### src/rtl/systolic_pkg.sv
// Shared sizes, FSM encoding, job payload and lane-slicing helpers for the
// systolic array job sequencer.
package systolic_pkg;

  localparam int unsigned N           = 3;
  localparam int unsigned DW          = 8;
  localparam int unsigned CW          = 16;
  localparam int unsigned DEF_TIMEOUT = 64;

  localparam int unsigned KW = (N > 1) ? $clog2(N) : 1;
  localparam int unsigned LW = N * DW;
  localparam int unsigned MW = N * N * DW;
  localparam int unsigned RW = N * N * CW;

  typedef enum logic [2:0] {
    ST_IDLE,
    ST_CLEAR,
    ST_FEED,
    ST_WAIT,
    ST_DONE
  } ctrl_state_t;

  typedef struct packed {
    logic [MW-1:0] a;
    logic [MW-1:0] b;
  } job_t;

  // Column k of A: lane i carries A[i][k].
  function automatic logic [LW-1:0] col_of(input logic [MW-1:0] a_mat, input logic [KW-1:0] k);
    logic [LW-1:0] lanes;
    lanes = '0;
    for (int unsigned i = 0; i < N; i++)
      lanes[i*DW +: DW] = a_mat[(i*N + 32'(k))*DW +: DW];
    return lanes;
  endfunction

  // Row k of B: lane j carries B[k][j].
  function automatic logic [LW-1:0] row_of(input logic [MW-1:0] b_mat, input logic [KW-1:0] k);
    logic [LW-1:0] lanes;
    lanes = '0;
    for (int unsigned j = 0; j < N; j++)
      lanes[j*DW +: DW] = b_mat[(32'(k)*N + j)*DW +: DW];
    return lanes;
  endfunction

endpackage

### src/rtl/systolic_array_ctrl.sv
// Job sequencer: loads one operand pair, clears and streams it through the
// systolic array, then holds the products behind a valid/ready handshake.
module systolic_array_ctrl
  import systolic_pkg::*;
#(
  parameter int unsigned TIMEOUT = DEF_TIMEOUT
) (
  input  logic          clk,
  input  logic          rst,
  input  logic          in_valid,
  output logic          in_ready,
  input  logic [MW-1:0] a_mat,
  input  logic [MW-1:0] b_mat,
  output logic          arr_rst,
  output logic [LW-1:0] arr_a,
  output logic [LW-1:0] arr_b,
  input  logic [RW-1:0] arr_c,
  input  logic          arr_valid,
  output logic [RW-1:0] res_c,
  output logic          res_valid,
  input  logic          res_ready,
  output logic          err
);

  localparam int unsigned WDW = $clog2(TIMEOUT + 1);

  ctrl_state_t    state_q, state_d;
  logic [KW-1:0]  k_q, k_d;
  logic [WDW-1:0] wd_q, wd_d;
  job_t           job_q;

  logic           accept, capture, abort;
  logic           arr_rst_d, res_valid_d;
  logic [LW-1:0]  arr_a_d, arr_b_d;

  assign in_ready = (state_q == ST_IDLE) & rst;

  // Next state, counters and the values the output registers load next.
  always_comb begin
    state_d     = state_q;
    k_d         = k_q;
    wd_d        = wd_q;
    accept      = 1'b0;
    capture     = 1'b0;
    abort       = 1'b0;
    arr_rst_d   = 1'b1;
    arr_a_d     = '0;
    arr_b_d     = '0;
    res_valid_d = 1'b0;

    case (state_q)
      ST_IDLE: begin
        if (in_valid) begin
          accept  = 1'b1;
          state_d = ST_CLEAR;
        end
      end
      ST_CLEAR: begin
        k_d     = '0;
        state_d = ST_FEED;
      end
      ST_FEED: begin
        if (k_q == KW'(N - 1)) begin
          wd_d    = '0;
          state_d = ST_WAIT;
        end else begin
          k_d = k_q + KW'(1);
        end
      end
      ST_WAIT: begin
        // Completion wins over the watchdog on the same edge.
        if (arr_valid) begin
          capture = 1'b1;
          state_d = ST_DONE;
        end else if (wd_q == WDW'(TIMEOUT - 1)) begin
          abort   = 1'b1;
          state_d = ST_IDLE;
        end else begin
          wd_d = wd_q + WDW'(1);
        end
      end
      ST_DONE: begin
        if (res_ready) state_d = ST_IDLE;
      end
      default: state_d = ST_IDLE;
    endcase

    arr_rst_d   = (state_d != ST_CLEAR);
    res_valid_d = (state_d == ST_DONE);
    if (state_d == ST_FEED) begin
      arr_a_d = col_of(job_q.a, k_d);
      arr_b_d = row_of(job_q.b, k_d);
    end
  end

  always_ff @(posedge clk or negedge rst) begin
    if (!rst) begin
      state_q   <= ST_IDLE;
      k_q       <= '0;
      wd_q      <= '0;
      job_q     <= '0;
      arr_rst   <= 1'b0;
      arr_a     <= '0;
      arr_b     <= '0;
      res_c     <= '0;
      res_valid <= 1'b0;
      err       <= 1'b0;
    end else begin
      state_q   <= state_d;
      k_q       <= k_d;
      wd_q      <= wd_d;
      arr_rst   <= arr_rst_d;
      arr_a     <= arr_a_d;
      arr_b     <= arr_b_d;
      res_valid <= res_valid_d;
      err       <= abort;
      if (accept) begin
        job_q.a <= a_mat;
        job_q.b <= b_mat;
      end
      if (capture) res_c <= arr_c;
    end
  end

endmodule

### config.mk
export PLATFORM = sky130hd
export DESIGN_NAME = systolic_array_ctrl
export DESIGN_NICKNAME = d
export VERILOG_FILES = /design/src/rtl/systolic_pkg.sv /design/src/rtl/systolic_array_ctrl.sv
export SDC_FILE = /design/constraint.sdc
export NUM_CORES = 1
export LEC_CHECK = 0
export CORE_AREA = 4 4 190 192
export DETAILED_ROUTE_END_ITERATION = 7
export DIE_AREA = 0 0 194 196
export DONT_BUFFER_PORTS = 1
export HOLD_SLACK_MARGIN = 0.08
export SLEW_MARGIN = 20
export SYNTH_ARGS = -nofsm -noshare
export SYNTH_HDL_FRONTEND = slang
export SYNTH_SLANG_ARGS = --single-unit
export TNS_END_PERCENT = 5
### constraint.sdc
create_clock -name clk -period 2 [get_ports clk]
set_input_delay 0.4 -clock clk [delete_from_list [all_inputs] [get_ports clk]]
set_output_delay 0.4 -clock clk [all_outputs]
set_load 0.1 [all_outputs]
Yosys cells after proc, flatten, opt, wreduce, memory -nomap -nowiden
Index checks and enable logic that the tools add are counted.
Widths: inputs -> output; s select.
- flip-flop bits (word level): 351
- input bits: 293
- equal/unequal tests: 12
- add/sub/neg operators: 6
- bitwise operators: 1
- multiply operators: 1
- reduce and logical (&&, ||, !) cells: 3
- shifts and indexed selects: 6
- muxes and demuxes: 21
- operators with widths (cell ; number):
    $shiftx 72x8->8 ; 2
    $shiftx 72x9->8 ; 2
    $shiftx 72x6->8 ; 1
    $shiftx 72x7->8 ; 1
    $mux 24 ; 2
    $mux 7 ; 3
    $mux 3 ; 5
    $pmux 3 s5 ; 1
    $pmux 7 s2 ; 1
    $eq 3x2->1 const B ; 3
    $add 7x1->7 const B ; 1
    $eq 7x6->1 const B ; 1
    $mux 1 ; 7
    $eq 3x3->1 const B ; 2
    $ne 2x2->1 const B ; 3
    $add 4x1->5 const B ; 1
    $add 4x2->5 const B ; 1
    $add 3x2->4 const A ; 1
    $mul 2x2->4 const B ; 1
    $pmux 2 s2 ; 1
    $reduce_and 4->1 ; 1
    $add 2x2->3 const A ; 1
    $eq 3x1->1 const B ; 1
    $logic_not 3->1 ; 1
    other kinds (6) ; 6

Longest topological paths before layout
Gate-level depths: netlist of run 1.
- depth after elaboration: 7
- gate-level depth with buffers: 9
- depth with buffers taken out: 7

Worst setup path before layout of run 1
No wires, ideal clock.
- path kind: register to output
- from: register state_q[0]
- to: output port in_ready
- slack: 0.133 ns
- buffers on the path: 1
- cell stages (with the launch flop): 4
- arrival time: 1.467 ns
- path through: dfrtp_1 -> buf_2 -> nor3_1 -> and2_1
- word-level cells in the longest chain between the ends: 2
- ends and longest elaborated chain (what ; RTL line ; RTL):
    start: declaration ; systolic_array_ctrl.sv:27 ; ctrl_state_t state_q, state_d;
    start signal: assignment ; systolic_array_ctrl.sv:109 ; state_q <= state_d;
    $logic_not 3->1 ; systolic_array_ctrl.sv:36 ; assign in_ready = (state_q == ST_IDLE) & rst;
    $and 1x1->1 ; systolic_array_ctrl.sv:36 ;
    end: declaration ; systolic_array_ctrl.sv:11 ; output logic in_ready,
No other way between the ends.

Worst setup path in the final report of run 1
- from: register state_q[2]
- to: register arr_b[1]
- word-level cells in the longest chain between the ends: 5
- elaborated cells between the ends (all ways): 16
- those cells by class: mul: 1; eq/ne: 5; shift: 1; mux: 8; reduce/logical: 1
- ends and longest elaborated chain (what ; RTL line ; RTL):
    $eq 3x2->1, or another cell as far along ; systolic_array_ctrl.sv:51 ; case (state_q)
    $pmux 2 s2 / $mux 3 (equally long branches) ; systolic_array_ctrl.sv:51, systolic_array_ctrl.sv:72 ;
    $mul 2x2->4 / $pmux 3 s5 (equally long branches) ; systolic_pkg.sv:42, systolic_array_ctrl.sv:51 ;
    $shiftx 72x8->8 / $eq 3x2->1 (equally long branches) ; systolic_pkg.sv:42, systolic_array_ctrl.sv:90 ;
    $mux 24 (*) ; systolic_array_ctrl.sv:90 ; if (state_d == ST_FEED) begin
    via arr_b_d[1] ; systolic_array_ctrl.sv:34 ; logic [LW-1:0] arr_a_d, arr_b_d;
    end signal: assignment ; systolic_array_ctrl.sv:114 ; arr_b <= arr_b_d;
    end: declaration ; systolic_array_ctrl.sv:16 ; output logic [LW-1:0] arr_b,
The timed path passes the listed nets; every way through them passes the cells marked *.
A chain may end at the register's enable or synchronous reset.

==> results.cfg, run 1 <==
[cts]
cts_buffer_depth = 3
numCtsBuffers = 38
cts_hold_buf = 290
h-tree-depth = 2
path_clk_slew_ps = 60
root_buffer = clkbuf_16
cts_sinks = 351
cts_tree = done
clkLatencyLatePin_ps = 530

[yosys]
synthesis.nets = 1510
syn_area_um2 = 13800
netlist.area_leader.share_pct = 63.9
synth_cells = 1214
synth_area_per_cell_um2 = 11.3
yosys_warnings = 0
ys_seq_area_share_pct = 63.9
yosysTopAreaCell = dfrtp_1
synth_area_leaders = dfrtp_1 64%, nand2_1 12%, mux2_2 12%
ys_seq_elements = 351
yosysUniqueCellTypes = 37

[flow_run]
drv_cap = 0

[timing]
timing.final.crit_share_pct = 101
fin_hold_ws_ps = -425
tightest_slew_ps = 989
skew_ps = 18.8
setup_viol = 2
rsz0062_at_grt = true
fmax_mhz = 496
period_needed_ps = 2020
drv_slew = 0
setup_tns_ps = -29.1
setup_slack_ps = -17.2
relSlewSlack_pct = 34.0
finalHoldViolCount = 351

[setup_path]
cp-startpoint = state_q[2]
r2r-start = state_q[2]
critPathLaunchType = flip-flop
criticalPathCategory = reg -> reg
cp-end-kind = flip-flop
crit_required_ps = 2400
reg2reg_setup_slack_ps = -20
worstPathArrival_ps = 2420
crit_fanout = 6

[detailed_routing]
num_vias = 10600
drtIter0Drc = 503
drt-pass1-iter-count = 4
drcViolationCount = 0
wl_um = 45100
drt-vias-per-instance = 5.12
post_drt_wl_per_cell_um = 21.8
ant_nets = 0

[floorplanning]
die_h_um = 196
die-area_um2 = 38000
rows = 68
core_um2 = 34400
io_pins = 489
die_w_um = 194
initial_core_util_pct = 40.0

[global_route]
antenna_found_initial = 2
grt_overflow = 0
grt_pass1_wl_um = 67700
grt_start_max_net_pins = 353
grt_use_total_pct = 22.4
grt_pass1_vias = 11300

[placement]
port_buffers = 0
dp_hpwl_um = 28400
dp.cells = 1693
gp_congestion = 0.822

[cells_and_area]
post-route-util_pct = 56.8
final_nets = 1882
final_layout_size_suffix_gt1_share_pct = 22.3
synthToLayoutAreaGrowth_pct = 41.9
instances_no_fill = 2068

[status]
violations = negative hold slack, negative setup slack
status = finished, violations left

[hold_path]
hold_class = in -> async
==> cell families after synthesis <==
logic type | synth area share [%]
simple gates | 13.5
flops | 63.9
compound gates | 7.47
mux | 11.9
buf+inv | 2.98
fa+ha+maj | 0.273
==> sequential cells by signal, indices dropped and copies added, names as in the netlist <==
register	count
arr_a	24
arr_b	24
arr_rst	1
err	1
job_q	144
k_q	2
res_c	144
res_valid	1
state_q	3
wd_q	7
==> layer usage <==
| layer | track usage (%) | vias to the layer above | routed length (µm) |
|---|---|---|---|
| met5 | 0 | - | 7 |
| met4 | 8.26 | 2 | 1650 |
| met3 | 5.39 | 87 | 2930 |
| met2 | 39.3 | 397 | 23100 |
| met1 | 27.1 | 5296 | 17400 |
| li1 | - | 4796 | - |
==> timing repair <==
action	in CTS	in global routing
buffers inserted	3	12
setup endpoints to repair	1	40
cloned	0	3
pin swaps	2	2
gates resized for setup	9	33
endpoints found under the hold margin	642	351
==> layout by cell type (no fill, tap or decap), types with 3 or more instances in the layout <==
master         instances
buf_6                  5
clkbuf_1               6
o2bb2ai_1             32
a21oi_2                5
o21ai_0                4
clkbuf_16             44
ha_1                   3
clkinv_4               3
clkbuf_8               6
nand2_1              439
nand3_1                6
a21oi_1               60
clkinv_2               5
bufinv_16              4
nor2b_1                3
a221oi_1              20
inv_1                  4
nor2_1                19
dlygate4sd3_1        290
buf_12                13
mux2_2               144
a221oi_2              12
dfrtp_1              349
buf_4                 99
==> stage by stage <==
step,setup slack [ps],instance area [µm²]
floorplan,133,13800
detailed placement,29.0,14900
CTS,-23.5,19200
global route,-65.6,19500
global placement,86.1,14900
finish,-17.2,19500
==> synthesized netlist by cell type <==
master     instances
nand2_1          440
inv_2              2
a21boi_0           2
and2_1             2
nand3_1            6
mux2_2           144
or3_1              2
nor4b_1            1
nor4_1             1
o211ai_1           2
a221oi_1          32
a221oi_2           1
nor3b_1            1
a32oi_1            1
inv_1              5
o41ai_1            2
nor3_1             3
buf_2             48
nor2b_1            3
nor2_1            19
a21oi_1           65
clkbuf_1          23
ha_1               3
a211oi_2           1
buf_4              4
o21a_1             1
mux2i_1            1
buf_1              4
o21ai_0            4
and2b_1            1
o2bb2ai_1         32
and4b_1            1
nor4bb_1           1
buf_6              1
dfrtp_1          351
o31ai_1            3
a21o_1             1
==> critical path, stage by stage, from the launching register on <==
cell	delay (ps)
dfrtp_2	410
buf_4	150
a21o_1	200
a221oi_4	380
clkinv_4	140
buf_12	160
buf_6	140
buf_4	130
a21oi_1	110
o2bb2ai_1	80
==> path summary, 6_finish.rpt <==
path                       cells after the start         end
max in group asynchronous                      0   res_c[81]
setup reg to reg                               9    arr_b[1]
hold / removal                                 0   job_q[57]
hold reg to reg                                2   job_q[69]
setup / recovery                               9    arr_b[1]
min in group clk                               4  state_q[0]
==> cell type report <==
type	instances	area (µm²)
fill	2762	14900
sequential	351	8790
multi-input combinational	776	4720
timing repair buffer	412	4090
clock buffer	53	1130
tap	455	569
clock inverter	13	178
inverter	7	33.8
antenna	1	2.50
Power of run 1 is left out: the tool's default activity adds up to more than one toggle a clock period on the data nets, which glitch-free logic cannot reach.
==> run 2, diff against run 1 <==
--- a/config.mk
+++ b/config.mk
@@ -6,7 +6,7 @@
 export NUM_CORES = 1
 export LEC_CHECK = 0
-export CORE_AREA = 4 4 190 192
+export CORE_AREA = 4 4 186 188
 export DETAILED_ROUTE_END_ITERATION = 7
-export DIE_AREA = 0 0 194 196
+export DIE_AREA = 0 0 190 192
 export DONT_BUFFER_PORTS = 1
 export HOLD_SLACK_MARGIN = 0.08
==> constraint.sdc (replaced) <==
create_clock -name clk -period 2 [get_ports clk]
set_input_delay 0.1 -clock clk [delete_from_list [all_inputs] [get_ports clk]]
set_output_delay 0.1 -clock clk [all_outputs]
set_load 0.1 [all_outputs]
==> run 2 against run 1 <==
The flow finishes with violations (negative hold slack). Maximum frequency is 3.7% higher. Routed wire length increased by 0.46%. Critical endpoint is now arr_a[11]. Critical path type unchanged. Largest cell class unchanged. Global-route usage up 1.3 points.
==> results.cfg, run 2 (synthesized netlist as in run 1, its figures left out) <==
[status]
status = finished, violations left
violations = negative hold slack

[setup_path]
critPathLaunchType = flip-flop
cp-end-kind = flip-flop
crit_required_ps = 2380
criticalPathCategory = reg -> reg
crit_fanout = 12
worstPathArrival_ps = 2330

[placement]
port_buffers = 0
dp_hpwl_um = 29500
dp_slack_ps = 19.5
gp_congestion = 0.814
dp.cells = 1807

[cells_and_area]
final_nets = 1994
mostFrequentLayoutCell = nand2_1
fillers = 2435
final_cell_mix = 439 x nand2_1, 348 x dfrtp_1, 290 x dlygate4sd3_1
synthToLayoutAreaGrowth_pct = 46.3
regArea_um2 = 8790
instances_no_fill = 2175
multi_input_area_um2 = 4630
reg.largest.list = job_q: 144 flops, res_c: 144 flops
final_layout_size_suffix_gt1_share_pct = 26.1

[cts]
path_clk_slew_ps = 60
numCtsBuffers = 39
cts_tree = done
clkLatencyLatePin_ps = 520
h-tree-depth = 2
cts_sinks = 351
cts_buffer_depth = 3
root_buffer = clkbuf_16
cts_hold_buf = 290

[timing]
fmax_mhz = 514
fin_hold_ws_ps = -716
tightest_slew_ps = 555
skew_ps = 9.88
timing.final.crit_share_pct = 97.3
finalHoldViolCount = 351
drv_slew = 0
relSlewSlack_pct = 63.0
rsz0062_at_grt = true
period_needed_ps = 1950
setup_viol = 0
setup_slack_ps = 54.1

[floorplanning]
initial_core_util_pct = 41.5
io_pins = 489
die_w_um = 190
core_um2 = 33100
rows = 67
die_h_um = 192
die-area_um2 = 36500

[detailed_routing]
wl_um = 45300
num_vias = 11000
post_drt_wl_per_cell_um = 20.8
drtIter0Drc = 616
drcViolationCount = 0
ant_nets = 0
drt-pass1-iter-count = 5
drt-vias-per-instance = 5.07

[hold_path]
hold_class = in -> async

[global_route]
grt_pass1_vias = 11500
grt_use_total_pct = 23.7
grt_pass1_wl_um = 67800
antenna_found_initial = 3
grt_start_max_net_pins = 353
grt_overflow = 0

[flow_run]
drv_cap = 0
[run 2: cell types whose count changed in the layout (fill, tap and decap cells not counted), sizes merged]
cell	previous run	this run
clkbuf	56	66
diode	1	2
buf	119	232
clkinvlp	2	0
bufinv	4	1
clkinv	8	3
[run 2: worst max-delay path: stages (launching register included)]
cell and delay, ps:
dfrtp_2 470, and2b_2 300, a221oi_4 370, clkinv_4 150
buf_12 170, a221oi_1 270, nor2_1 70
[run 2: what timing repair did]
item                                    4_1_cts  5_1_grt
endpoints found under the setup margin        0       94
resized for setup                             0       12
endpoints found under the hold margin       649      351
setup buffers                                 0        8
[run 2: path summary, 6_finish.rpt]
kind	from	end	slack, ps	depth (start not counted)
setup / recovery	state_q[0]	arr_a[11]	50	6
hold / removal	rst	job_q[32]	-720	0
setup reg to reg	state_q[0]	arr_a[11]	50	6
hold reg to reg	wd_q[6]	err	470	1
max in group asynchronous	rst	res_c[134]	2230	0
min in group clk	in_valid	job_q[119]	110	4
[run 2: final cells by class]
cell class              count  area share, %
inverters                   7          0.168
clock buffers              65           6.14
multi-input cells         776           23.0
flip-flops and latches    351           43.7
well taps                 448           2.79
repair buffers            523           24.0
diodes                      2         0.0249
clock inverters             3          0.218
[run 2: layer usage]
| layer | up-vias | track usage (%) | share of wire [%] |
|---|---|---|---|
| met5 | - | 0 | 0.015 |
| met4 | 2 | 7.57 | 3.2 |
| met3 | 80 | 5.60 | 7.0 |
| met2 | 433 | 40.9 | 50 |
| met1 | 5496 | 29.6 | 39 |
| li1 | 5011 | - | - |
[run 2: stage by stage]
stage                     TNS, ps  area (µm²)  hold WS [ps]  utilization, %
after floorplan                 0       13800          -196               -
after global placement          0       15800          -186            47.8
after detailed placement        0       15800          -186            47.8
after CTS                       0       20000          -736            60.4
after global routing         -377       20100          -747            60.8
final                           0       20100          -716            60.8
Power of run 2 is left out for the same reason.
==> run 3, diff against run 2 <==
MAX_ROUTING_LAYER = met4   (was unset)
==> run 3 against run 2 <==
The run still ends with negative hold slack left. Via count increased by 0.32%. Design area about the same. Count of clock-buffer cells in the layout unchanged. Routed wire length about the same. Register-to-register slack about the same. Worst hold slack improved by 2.4 ps. Clock skew about the same. Cell count about the same. Critical path type unchanged.
==> results.cfg, run 3 (synthesized netlist as in run 1, its figures left out) <==
[timing]
tightest_slew_ps = 1300
skew_ps = 9.82
fin_hold_ws_ps = -714
finalHoldViolCount = 351
setup_viol = 0
timing.final.crit_share_pct = 97.2
drv_slew = 0
fmax_mhz = 514
setup_slack_ps = 56.1
rsz0062_at_grt = true
period_needed_ps = 1940
relSlewSlack_pct = 13.0

[cts]
numCtsBuffers = 39
root_buffer = clkbuf_16
cts_sinks = 351
cts_tree = done
cts_hold_buf = 290
h-tree-depth = 2
path_clk_slew_ps = 60
cts_buffer_depth = 3
clkLatencyLatePin_ps = 520

[global_route]
grt_pass1_vias = 11500
grt_overflow = 0
antenna_found_initial = 3
grt_use_total_pct = 24.4
grt_pass1_wl_um = 67800
grt_start_max_net_pins = 353

[floorplanning]
rows = 67
core_um2 = 33100
die-area_um2 = 36500
io_pins = 489
initial_core_util_pct = 41.5
die_w_um = 190
die_h_um = 192

[detailed_routing]
drtIter0Drc = 646
wl_um = 45300
drcViolationCount = 0
post_drt_wl_per_cell_um = 20.8
num_vias = 11100
drt-vias-per-instance = 5.08
drt-pass1-iter-count = 5
ant_nets = 0

[setup_path]
path_buf_inv = 2
reg2reg_setup_slack_ps = 60
cp-end-kind = flip-flop
worstPathArrival_ps = 2330
crit_fanout = 12
cp_cell_sequence = and2b_2 -> a221oi_4 -> clkinv_4 -> buf_12 -> a221oi_1 -> nor2_1
critPathTopFamily = compound AO/OA/AOI/OAI gates
criticalPathCategory = reg -> reg
slowest_delay_ps = 470
cp_slowest_cell = dfrtp_2
r2r_cells = 6
crit_required_ps = 2380
critPathLaunchType = flip-flop
crit_cells = 6

[hold_path]
hold_class = in -> async

[cells_and_area]
final_layout_size_suffix_gt1_share_pct = 26.2
regArea_um2 = 8790
synthToLayoutAreaGrowth_pct = 46.4
reg.largest.list = job_q: 144 flops, res_c: 144 flops
final_nets = 1994
post-route-util_pct = 60.8
mostFrequentLayoutCell = nand2_1
final_cell_mix = 439 x nand2_1, 348 x dfrtp_1, 290 x dlygate4sd3_1
fillers = 2434
multi_input_area_um2 = 4640

[status]
violations = negative hold slack
status = finished, violations left

[flow_run]
drv_cap = 0

[placement]
dp_hpwl_um = 29500
gp_congestion = 0.826
dp_slack_ps = 19.5
port_buffers = 0
## run 3: repair_timing
item                                   4_1_cts  5_1_grt
resized for setup                            0       14
endpoints found under the hold margin      649      351
buffers inserted                             0        8
setup endpoints to repair                    0       94
## run 3: final cells by class
cell class | count | share of cell area (%)
multi-input combinational | 776 | 23.0
clock buffer | 65 | 6.14
tap | 448 | 2.78
inverter | 7 | 0.168
clock inverter | 3 | 0.217
timing repair buffer | 523 | 24.0
antenna | 3 | 0.0373
sequential | 351 | 43.6
## run 3: metrics by stage
stage,TNS (ps),hold WS [ps],std cells,instance area [µm²]
after global routing,-210,-747,2176,20100
after detailed placement,0,-186,1807,15800
after CTS,0,-736,2165,20000
final,0,-714,2176,20100
after global placement,0,-186,1807,15800
after floorplan,0,-196,1214,13800
## run 3: worst paths after layout
| path | from | endpoint |
|---|---|---|
| setup / recovery | state_q[0] | arr_a[11] |
| hold / removal | rst | job_q[32] |
| setup reg to reg | state_q[0] | arr_a[11] |
| hold reg to reg | wd_q[6] | err |
| max in group asynchronous | rst | state_q[0] |
| min in group clk | in_valid | job_q[113] |
## run 3: layer usage
layer  up-vias  global-route usage, %  share of wire (%)
li1       5017                      -                  -
met1      5508                   29.9                 39
met2       450                   40.8                 50
met3        82                   5.27                7.2
met4         0                   7.57                3.2
met5         -                      -                  0
Power of run 3 is left out for the same reason.
